File: config.mk
export PLATFORM = sky130hd
export DESIGN_NAME = fc_grad_engine
export DESIGN_NICKNAME = d
export VERILOG_FILES = /design/src/rtl/fc_grad_engine.sv
export SDC_FILE = /design/constraint.sdc
export NUM_CORES = 2
export LEC_CHECK = 0
export CORE_MARGIN = 2
export CORE_UTILIZATION = 65
export CTS_BUF_LIST = sky130_fd_sc_hd__clkbuf_4
export CTS_CLUSTER_SIZE = 8
export DETAILED_ROUTE_END_ITERATION = 16
export GPL_ROUTABILITY_DRIVEN = 0
export GPL_TIMING_DRIVEN = 0
export PLACE_DENSITY_LB_ADDON = 0.05
export SYNTH_ARGS = -nofsm -noshare
export SYNTH_HDL_FRONTEND = slang
export SYNTH_SLANG_ARGS = --single-unit
File: constraint.sdc
create_clock -name clk -period 14.4 [get_ports clk]
set_clock_uncertainty 0.15 [all_clocks]
set_input_delay 3.6 -clock clk [delete_from_list [all_inputs] [get_ports clk]]
set_output_delay 3.6 -clock clk [all_outputs]
set_load 0.02 [all_outputs]
File: src/rtl/fc_grad_engine.sv
// Output-layer gradient engine: turns (logit, label) pairs into per-output scaled errors,
// then streams bias updates followed by one weight update per (activation, output) pair.
module fc_grad_engine #(
  parameter int N_IN  = 196,
  parameter int N_OUT = 10,
  parameter int DW    = 16,
  parameter int FRAC  = 8,
  localparam int RW = (N_IN > 1) ? $clog2(N_IN) : 1,
  localparam int CW = (N_OUT > 1) ? $clog2(N_OUT) : 1
) (
  input  logic          clk,
  input  logic          rst,
  input  logic          start,
  input  logic [DW-1:0] lr,
  output logic          busy,
  output logic          done,
  input  logic          err_valid,
  output logic          err_ready,
  input  logic [DW-1:0] logit,
  input  logic [DW-1:0] label,
  input  logic          act_valid,
  output logic          act_ready,
  input  logic [DW-1:0] act,
  output logic          upd_valid,
  input  logic          upd_ready,
  output logic [DW-1:0] upd_data,
  output logic          upd_is_bias,
  output logic [RW-1:0] upd_row,
  output logic [CW-1:0] upd_col
);

  typedef enum logic [2:0] {IDLE, LOAD, BIAS, WEIGHT, DONE} state_t;

  localparam logic signed [2*DW-1:0] RND    = (2*DW)'(1) << (FRAC - 1);
  localparam logic signed [2*DW-1:0] SAT_HI = {{DW{1'b0}}, 1'b0, {(DW-1){1'b1}}};
  localparam logic signed [2*DW-1:0] SAT_LO = {{(DW+1){1'b1}}, {(DW-1){1'b0}}};

  state_t                state_reg, state_next;
  logic signed [DW-1:0]  lr_reg, lr_next;
  logic signed [DW-1:0]  act_reg, act_next;
  logic                  act_held_reg, act_held_next;
  logic [CW-1:0]         col_reg, col_next;
  logic [RW-1:0]         row_reg, row_next;
  logic signed [DW-1:0]  s_reg [N_OUT];

  logic signed [DW:0]    diff;
  logic signed [DW-1:0]  err_sat;
  logic signed [DW-1:0]  s_new;
  logic signed [DW-1:0]  w_data;
  logic                  last_col, last_row;

  // Round half up in the full-width product, then clamp back into DW bits.
  function automatic logic signed [DW-1:0] sat_rnd(input logic signed [2*DW-1:0] p);
    logic signed [2*DW-1:0] r;
    r = (p + RND) >>> FRAC;
    if (r > SAT_HI)
      sat_rnd = SAT_HI[DW-1:0];
    else if (r < SAT_LO)
      sat_rnd = SAT_LO[DW-1:0];
    else
      sat_rnd = r[DW-1:0];
  endfunction

  assign diff    = {logit[DW-1], logit} - {label[DW-1], label};
  assign err_sat = (diff[DW] != diff[DW-1]) ?
                   (diff[DW] ? {1'b1, {(DW-1){1'b0}}} : {1'b0, {(DW-1){1'b1}}}) :
                   diff[DW-1:0];
  assign s_new   = sat_rnd((2*DW)'(lr_reg) * (2*DW)'(err_sat));
  assign w_data  = sat_rnd((2*DW)'(s_reg[col_reg]) * (2*DW)'(act_reg));
  assign last_col = (col_reg == CW'(N_OUT - 1));
  assign last_row = (row_reg == RW'(N_IN - 1));

  always_ff @(posedge clk or negedge rst) begin
    if (!rst) begin
      state_reg    <= IDLE;
      lr_reg       <= '0;
      act_reg      <= '0;
      act_held_reg <= 1'b0;
      col_reg      <= '0;
      row_reg      <= '0;
      for (int i = 0; i < N_OUT; i++) s_reg[i] <= '0;
    end else begin
      state_reg    <= state_next;
      lr_reg       <= lr_next;
      act_reg      <= act_next;
      act_held_reg <= act_held_next;
      col_reg      <= col_next;
      row_reg      <= row_next;
      if (state_reg == LOAD && err_valid) s_reg[col_reg] <= s_new;
    end
  end

  always_comb begin
    state_next    = state_reg;
    lr_next       = lr_reg;
    act_next      = act_reg;
    act_held_next = act_held_reg;
    col_next      = col_reg;
    row_next      = row_reg;
    busy          = (state_reg != IDLE);
    done          = 1'b0;
    err_ready     = 1'b0;
    act_ready     = 1'b0;
    upd_valid     = 1'b0;
    upd_data      = '0;
    upd_is_bias   = 1'b0;
    upd_row       = '0;
    upd_col       = '0;
    case (state_reg)
      IDLE: begin
        if (start) begin
          state_next    = LOAD;
          lr_next       = lr;
          col_next      = '0;
          row_next      = '0;
          act_held_next = 1'b0;
        end
      end
      LOAD: begin
        err_ready = 1'b1;
        if (err_valid) begin
          if (last_col) begin
            col_next   = '0;
            state_next = BIAS;
          end else begin
            col_next = col_reg + 1'b1;
          end
        end
      end
      BIAS: begin
        upd_valid   = 1'b1;
        upd_is_bias = 1'b1;
        upd_col     = col_reg;
        upd_data    = s_reg[col_reg];
        if (upd_ready) begin
          if (last_col) begin
            col_next   = '0;
            state_next = WEIGHT;
          end else begin
            col_next = col_reg + 1'b1;
          end
        end
      end
      WEIGHT: begin
        // One activation is held at a time; it is replaced only after its last column drains.
        act_ready = !act_held_reg;
        upd_valid = act_held_reg;
        upd_row   = row_reg;
        upd_col   = col_reg;
        upd_data  = act_held_reg ? w_data : '0;
        if (!act_held_reg && act_valid) begin
          act_held_next = 1'b1;
          act_next      = act;
        end
        if (act_held_reg && upd_ready) begin
          if (last_col) begin
            col_next      = '0;
            act_held_next = 1'b0;
            if (last_row) begin
              row_next   = '0;
              state_next = DONE;
            end else begin
              row_next = row_reg + 1'b1;
            end
          end else begin
            col_next = col_reg + 1'b1;
          end
        end
      end
      DONE: begin
        done       = 1'b1;
        state_next = IDLE;
      end
      default: state_next = IDLE;
    endcase
  end

endmodule

# Word level (Yosys, flattened, before mapping)
# Index checks and enable logic that the tools add are counted.
[word_totals]
out_inout_bits = 34
inputBits = 70
ff_bits = 208
wordCells = 107
[classes]
mul = 2
bitwise_logic = 1
n_addsub = 5
mux = 46
magnitude_cmp = 6
n_reduce_logical = 16
n_eq_ne = 15
[ops]
columns = ["cell", "count"]
rows = [
  ["160-bit bitwise mux", 1],
  ["16-bit 2-to-1 mux", 10],
  ["32-bit by 9-bit adder with 32-bit output (second input constant)", 2],
  ["16-bit binary-select mux with 4-bit select", 1],
  ["16-bit demux with 4-bit select", 1],
  ["16-bit by 16-bit multiplier with 32-bit output", 2],
  ["24-bit by 16-bit greater-than comparator with 1-bit output (second input constant)", 2],
  ["24-bit by 16-bit less-than comparator with 1-bit output (second input constant)", 2],
  ["8-bit 2-to-1 mux", 5],
  ["16-bit case mux with 2 select lines", 1],
  ["3-bit 2-to-1 mux", 8],
  ["4-bit 2-to-1 mux", 6],
  ["16-bit by 16-bit subtractor with 17-bit output", 1],
  ["2-bit != test (second input constant)", 8],
  ["4-bit case mux with 4 select lines", 1],
  ["8-bit case mux with 2 select lines", 1],
  ["3-bit case mux with 4 select lines", 1],
  ["8-bit by 1-bit adder with 8-bit output (second input constant)", 1],
  ["8-bit equality test (second input constant)", 1],
  ["1-bit 2-to-1 mux", 8],
  ["8-bit AND reduction", 1],
  ["3-bit by 2-bit equality test with 1-bit output (second input constant)", 2],
  ["2-bit AND reduction", 3],
  ["5-bit >= comparator (second input constant)", 1],
  ["17 further kinds", 21],
]

# Logic depth before layout (Yosys ltp)
[logic_depth]
depth_word = 11
mapped_depth = 47
ltp_nobuf = 43

# Worst setup path after synthesis
# No wires, ideal clock.
[synth_timing]
path_kind = "in2reg"
startpoint = "in label[1]"
endpoint = "reg s_reg[85] (netlist bit)"
slack_ns = 0.032
t_required_ns = 14.117
path_buffers = 5
setup_ns = 0.133
cell_stages = 45
arrival_time_ns = 14.085
path_cell_list = "inv_1 > ha_1 > nor2b_1 > o21ai_0 > a21boi_1 > o21ai_0 > a21boi_1 > o21ai_0 > a21o_1 > and3_1 > o32ai_1 > mux2_2 > a2111o_1 > ha_1 > clkbuf_1 > nand2_1 > nor3_2 > a21oi_1 > [9 not listed] > fa_1 > fa_1 > fa_1 > inv_1 > ha_1 > clkbuf_1 > nand4_1 > nor3_1 > inv_1 > nor3_1 > and2_1 > a22o_1 > o22ai_1 > a2111oi_4 > a21oi_2 > buf_4 > nor2_4 > a21oi_1"
[synth_via]
elab_chain_len = 9
elab_cells_between_ends = 11
cone_classes = "2 x add/sub; 1 x mul; 2 x order compare; 1 x eq/ne; 5 x mux"
[synth_rtl]
columns = ["element", "line_no", "text"]
rows = [
  ["from (decl)", "20", "input logic [DW-1:0] label,"],
  ["16-bit by 16-bit subtractor with 17-bit output (*)", "64", "assign diff = {logit[DW-1], logit} - {label[DW-1], label};"],
  ["16-bit 2-to-1 mux or 1-bit != test (tied branches)", "66, 65", ""],
  ["16-bit 2-to-1 mux (*)", "65", "assign err_sat = (diff[DW] != diff[DW-1]) ?"],
  ["16-bit by 16-bit multiplier with 32-bit output (*)", "68", "assign s_new = sat_rnd((2*DW)'(lr_reg) * (2*DW)'(err_sat));"],
  ["32-bit by 9-bit adder with 32-bit output (*)", "55", "r = (p + RND) >>> FRAC;"],
  ["24-bit by 16-bit less-than comparator with 1-bit output", "58", "else if (r < SAT_LO)"],
  ["16-bit 2-to-1 mux", "58", ""],
  ["16-bit 2-to-1 mux (*)", "56", "if (r > SAT_HI)"],
  ["160-bit bitwise mux (*)", "89", "if (state_reg == LOAD && err_valid) s_reg[col_reg] <= s_new;"],
  ["to (signal, indexed assignment)", "89", ""],
  ["to (decl)", "44", "logic signed [DW-1:0] s_reg [N_OUT];"],
]
# Mark *: on every way between the ends. The rest lies on a longest branch, timed or not.
# A chain may end at the register's enable or synchronous reset.

# Final worst setup path
[layout_timing]
startpoint = "in label[1]"
endpoint = "reg s_reg[18] (netlist bit)"
# Same word-level chain as after synthesis.

==> flow_summary.yaml <==
logic_synthesis:
  synth_cells: 3306
  synth_top_area_cell: "fa_1"
  asyncSetResetFlopFracSynth_pct: 100
  syn_nets: 4074
  ys_warn_count: 0
  synthMostInstantiatedCell: "inv_1"
  synth.cell_area_um2: 30800
  synth-edff-count: 0
  synthesis.area_per_instance_um2: 9.32
  ys_top_cells_by_count: "inv_1, fa_1, nand2_1"
  synth-seq-cells: 208
  netlist-cell-type-count: 92
  synthTopCellsByArea: "fa_1, dfrtp_1, inv_1, ha_1, nand2_1"
  post-synth-top-area-fraction_pct: 34.2
  synth-main-ff-cell: "dfrtp_1"
  synth.yosys.seq_area_share_pct: 16.9
route:
  detail-route-antenna-nets: 0
  finalWirelength_um: 87700
  drt-pass1-iter-count: 12
  routed-via-count: 24951
  drtIter0Drc: 2261
  drc_errors: 12
  routed_wire_length_per_instance_um: 21.1
  drt-vias-per-instance: 5.99
min_path:
  timing.hold.worst.start: "s_reg[111]$_DFFE_PN0P_"
  hp-class: "register to register"
  holdPathStages: 2
  whs_endpoint: "s_reg[111]$_DFFE_PN0P_"
clocking:
  cts_tree: "done"
  cts_max_level: 2
  tritoncts_num_sinks: 208
  cts-buffers-inserted: 57
  clockBufferDepth: 3
  clock_insertion_delay_worst_skew_ns: 0.85
  clkSlewWorstSetupHoldPaths_ns: 0.06
  clockRootBuffer: "clkbuf_4"
cells_and_area:
  fin_nets: 4278
  largest_register_ff_count: 160
  layout.core_utilization_pct: 74.7
  area_growth_pct: 13.1
  final_layout_size_suffix_gt1_share_pct: 12.6
floorplan:
  floorplan.die_area_um2: 49100
  die_x_um: 222
  std_cell_rows: 79
  chipHeight_um: 222
  io_pins: 104
  placeableCoreArea_um2: 46700
  floorplan.initialDensity_pct: 66.0
timing:
  achievable-frequency_mhz: 70.7
  hold_slack_ns: 0.333
  finalHoldViolCount: 0
  slew_headroom_pct: 18.4
  maxSlewViolCount: 0
  timing.final.crit_period_ns: 14.14
  finalSetupViolations: 0
  min_period_over_period_pct: 98.2
  worst_slew_pin_slew_ns: 1.22
setup_path:
  cp.required_ns: 14.96
  path_class: "primary input to register"
  r2r_end: "s_reg[18]$_DFFE_PN0P_"
  ff2ff_path_depth: 23
  critical_path.max_stage_delay_ns: 0.57
  timing.critical_path.arrival_ns: 14.70
  critPathMaxFanout: 7
  crit_path_top_delay_cell: "or4_4"
  crit_path_start_kind: "primary input"
  cp_common_cell: "fa_1"
  critical_path.reg2reg.startpoint: "lr_reg[5]$_DFFE_PN0P_"
  regToRegSetupSlack_ns: 6.59
  critical_path.endpoint_type: "register"
grt:
  grt_first_pass_wirelength_um: 139000
  grt_overflow: 0
  grt_start_max_net_pins: 124
  grt_usage_pct: 36.4
  first_global_vias: 26497
  antenna_found_initial: 2
flow_run:
  max-cap-violations: 0
outcome:
  outcome: "finished, violations left"
  failing_checks: "DRC"
place:
  port_buffers: 103
  place_hpwl_um: 69300
==> placed cells by master (no fill, tap or decap), drive strengths merged, types with 12 or more instances in the layout <==
cell type      Yosys  routed
a21o              36      36
a21oi            187     187
a221o             16      16
a22oi             15      15
a31oi             12      12
and2             194     194
and3              21      21
buf               19      84
clkbuf           118     176
clkdlybuf4s50      0     102
clkinv             1      19
dfrtp            208     208
fa               526     526
ha               172     172
inv              622     623
mux2              46      46
mux2i             26      26
mux4              28      28
nand2            363     363
nand2b            23      23
nand3             22      22
nand4             20      20
nor2             209     209
nor2b             46      46
nor3              29      29
o21a              18      18
o21ai            110     111
o31ai             12      12
or2               20      20
xnor2             50      50
xor2              16      16
==> timing repair <==
| action | CTS | global route |
|---|---|---|
| gates resized for setup | 160 | 139 |
| gates cloned | 1 | 3 |
| endpoints found under the setup margin | 176 | 175 |
| hold buffers | 0 | 0 |
| setup buffers | 24 | 27 |
| pin swaps | 18 | 28 |
==> how the worst max path moves through the flow <==
stage                                        end      from  cells after the start
after floorplan            s_reg[85]$_DFFE_PN0P_  label[1]                     45
after global placement    s_reg[154]$_DFFE_PN0P_  label[1]                     45
after detailed placement   s_reg[26]$_DFFE_PN0P_  label[1]                     45
after CTS                   s_reg[2]$_DFFE_PN0P_  label[1]                     47
after global routing       s_reg[26]$_DFFE_PN0P_  label[1]                     46
final                      s_reg[18]$_DFFE_PN0P_  label[1]                     46
==> worst max-delay path: cells and delay by family <==
family,cells,cell delay [ns]
fa+ha+maj,9,3.80
mux,2,0.59
simple gates,7,1.58
compound gates,18,3.58
buf+inv,10,1.52
==> cells by family (layout without fill, tap and decap cells) <==
kind of cell               count (synthesis)  in the layout  share of synthesized area (%)
buffers and inverters                    760           1005                           9.41
adders and majority gates                698            698                           41.2
xor gates and xnor gates                  66             66                           1.88
muxes                                    100            100                           4.57
AOI/OAI and AO/OA                        489            490                           10.5
and+or+nand+nor                          985            985                           15.6
other                                      0              7                              0
DFF                                      208            208                           16.9
==> area by class of cell <==
type / instances / area, µm²
multi-input cells: 2339 / 23600
fillers: 3381 / 11800
flip-flops and latches: 208 / 5200
inverters: 623 / 2340
repair buffers: 158 / 1560
well taps: 607 / 759
plain buffers: 123 / 679
clock buffers: 81 / 608
clock inverters: 20 / 130
diodes: 7 / 17.5
==> stage by stage <==
stage          instance area (µm²)  cells  setup TNS [ns]  setup WS (ns)
6_report                     34800   4166               0          0.264
5_1_grt                      34800   4161           -3.86         -0.129
4_1_cts                      34100   4132               0         0.0496
3_5_place_dp                 32600   4017         -445.80          -2.91
3_3_place_gp                 32600   4016         -388.18          -2.52
2_1_floorplan                30800   3306               0         0.0317
==> layer usage <==
metal | GRT usage (%) | part of all wire (%)
met1 | 46.2 | 37
met2 | 60.4 | 48
met3 | 6.80 | 8.6
met4 | 18.5 | 5.5
met5 | 0 | 0
Power is left out: the tool's default activity adds up to more than one toggle a clock period on the data nets, which glitch-free logic cannot reach.
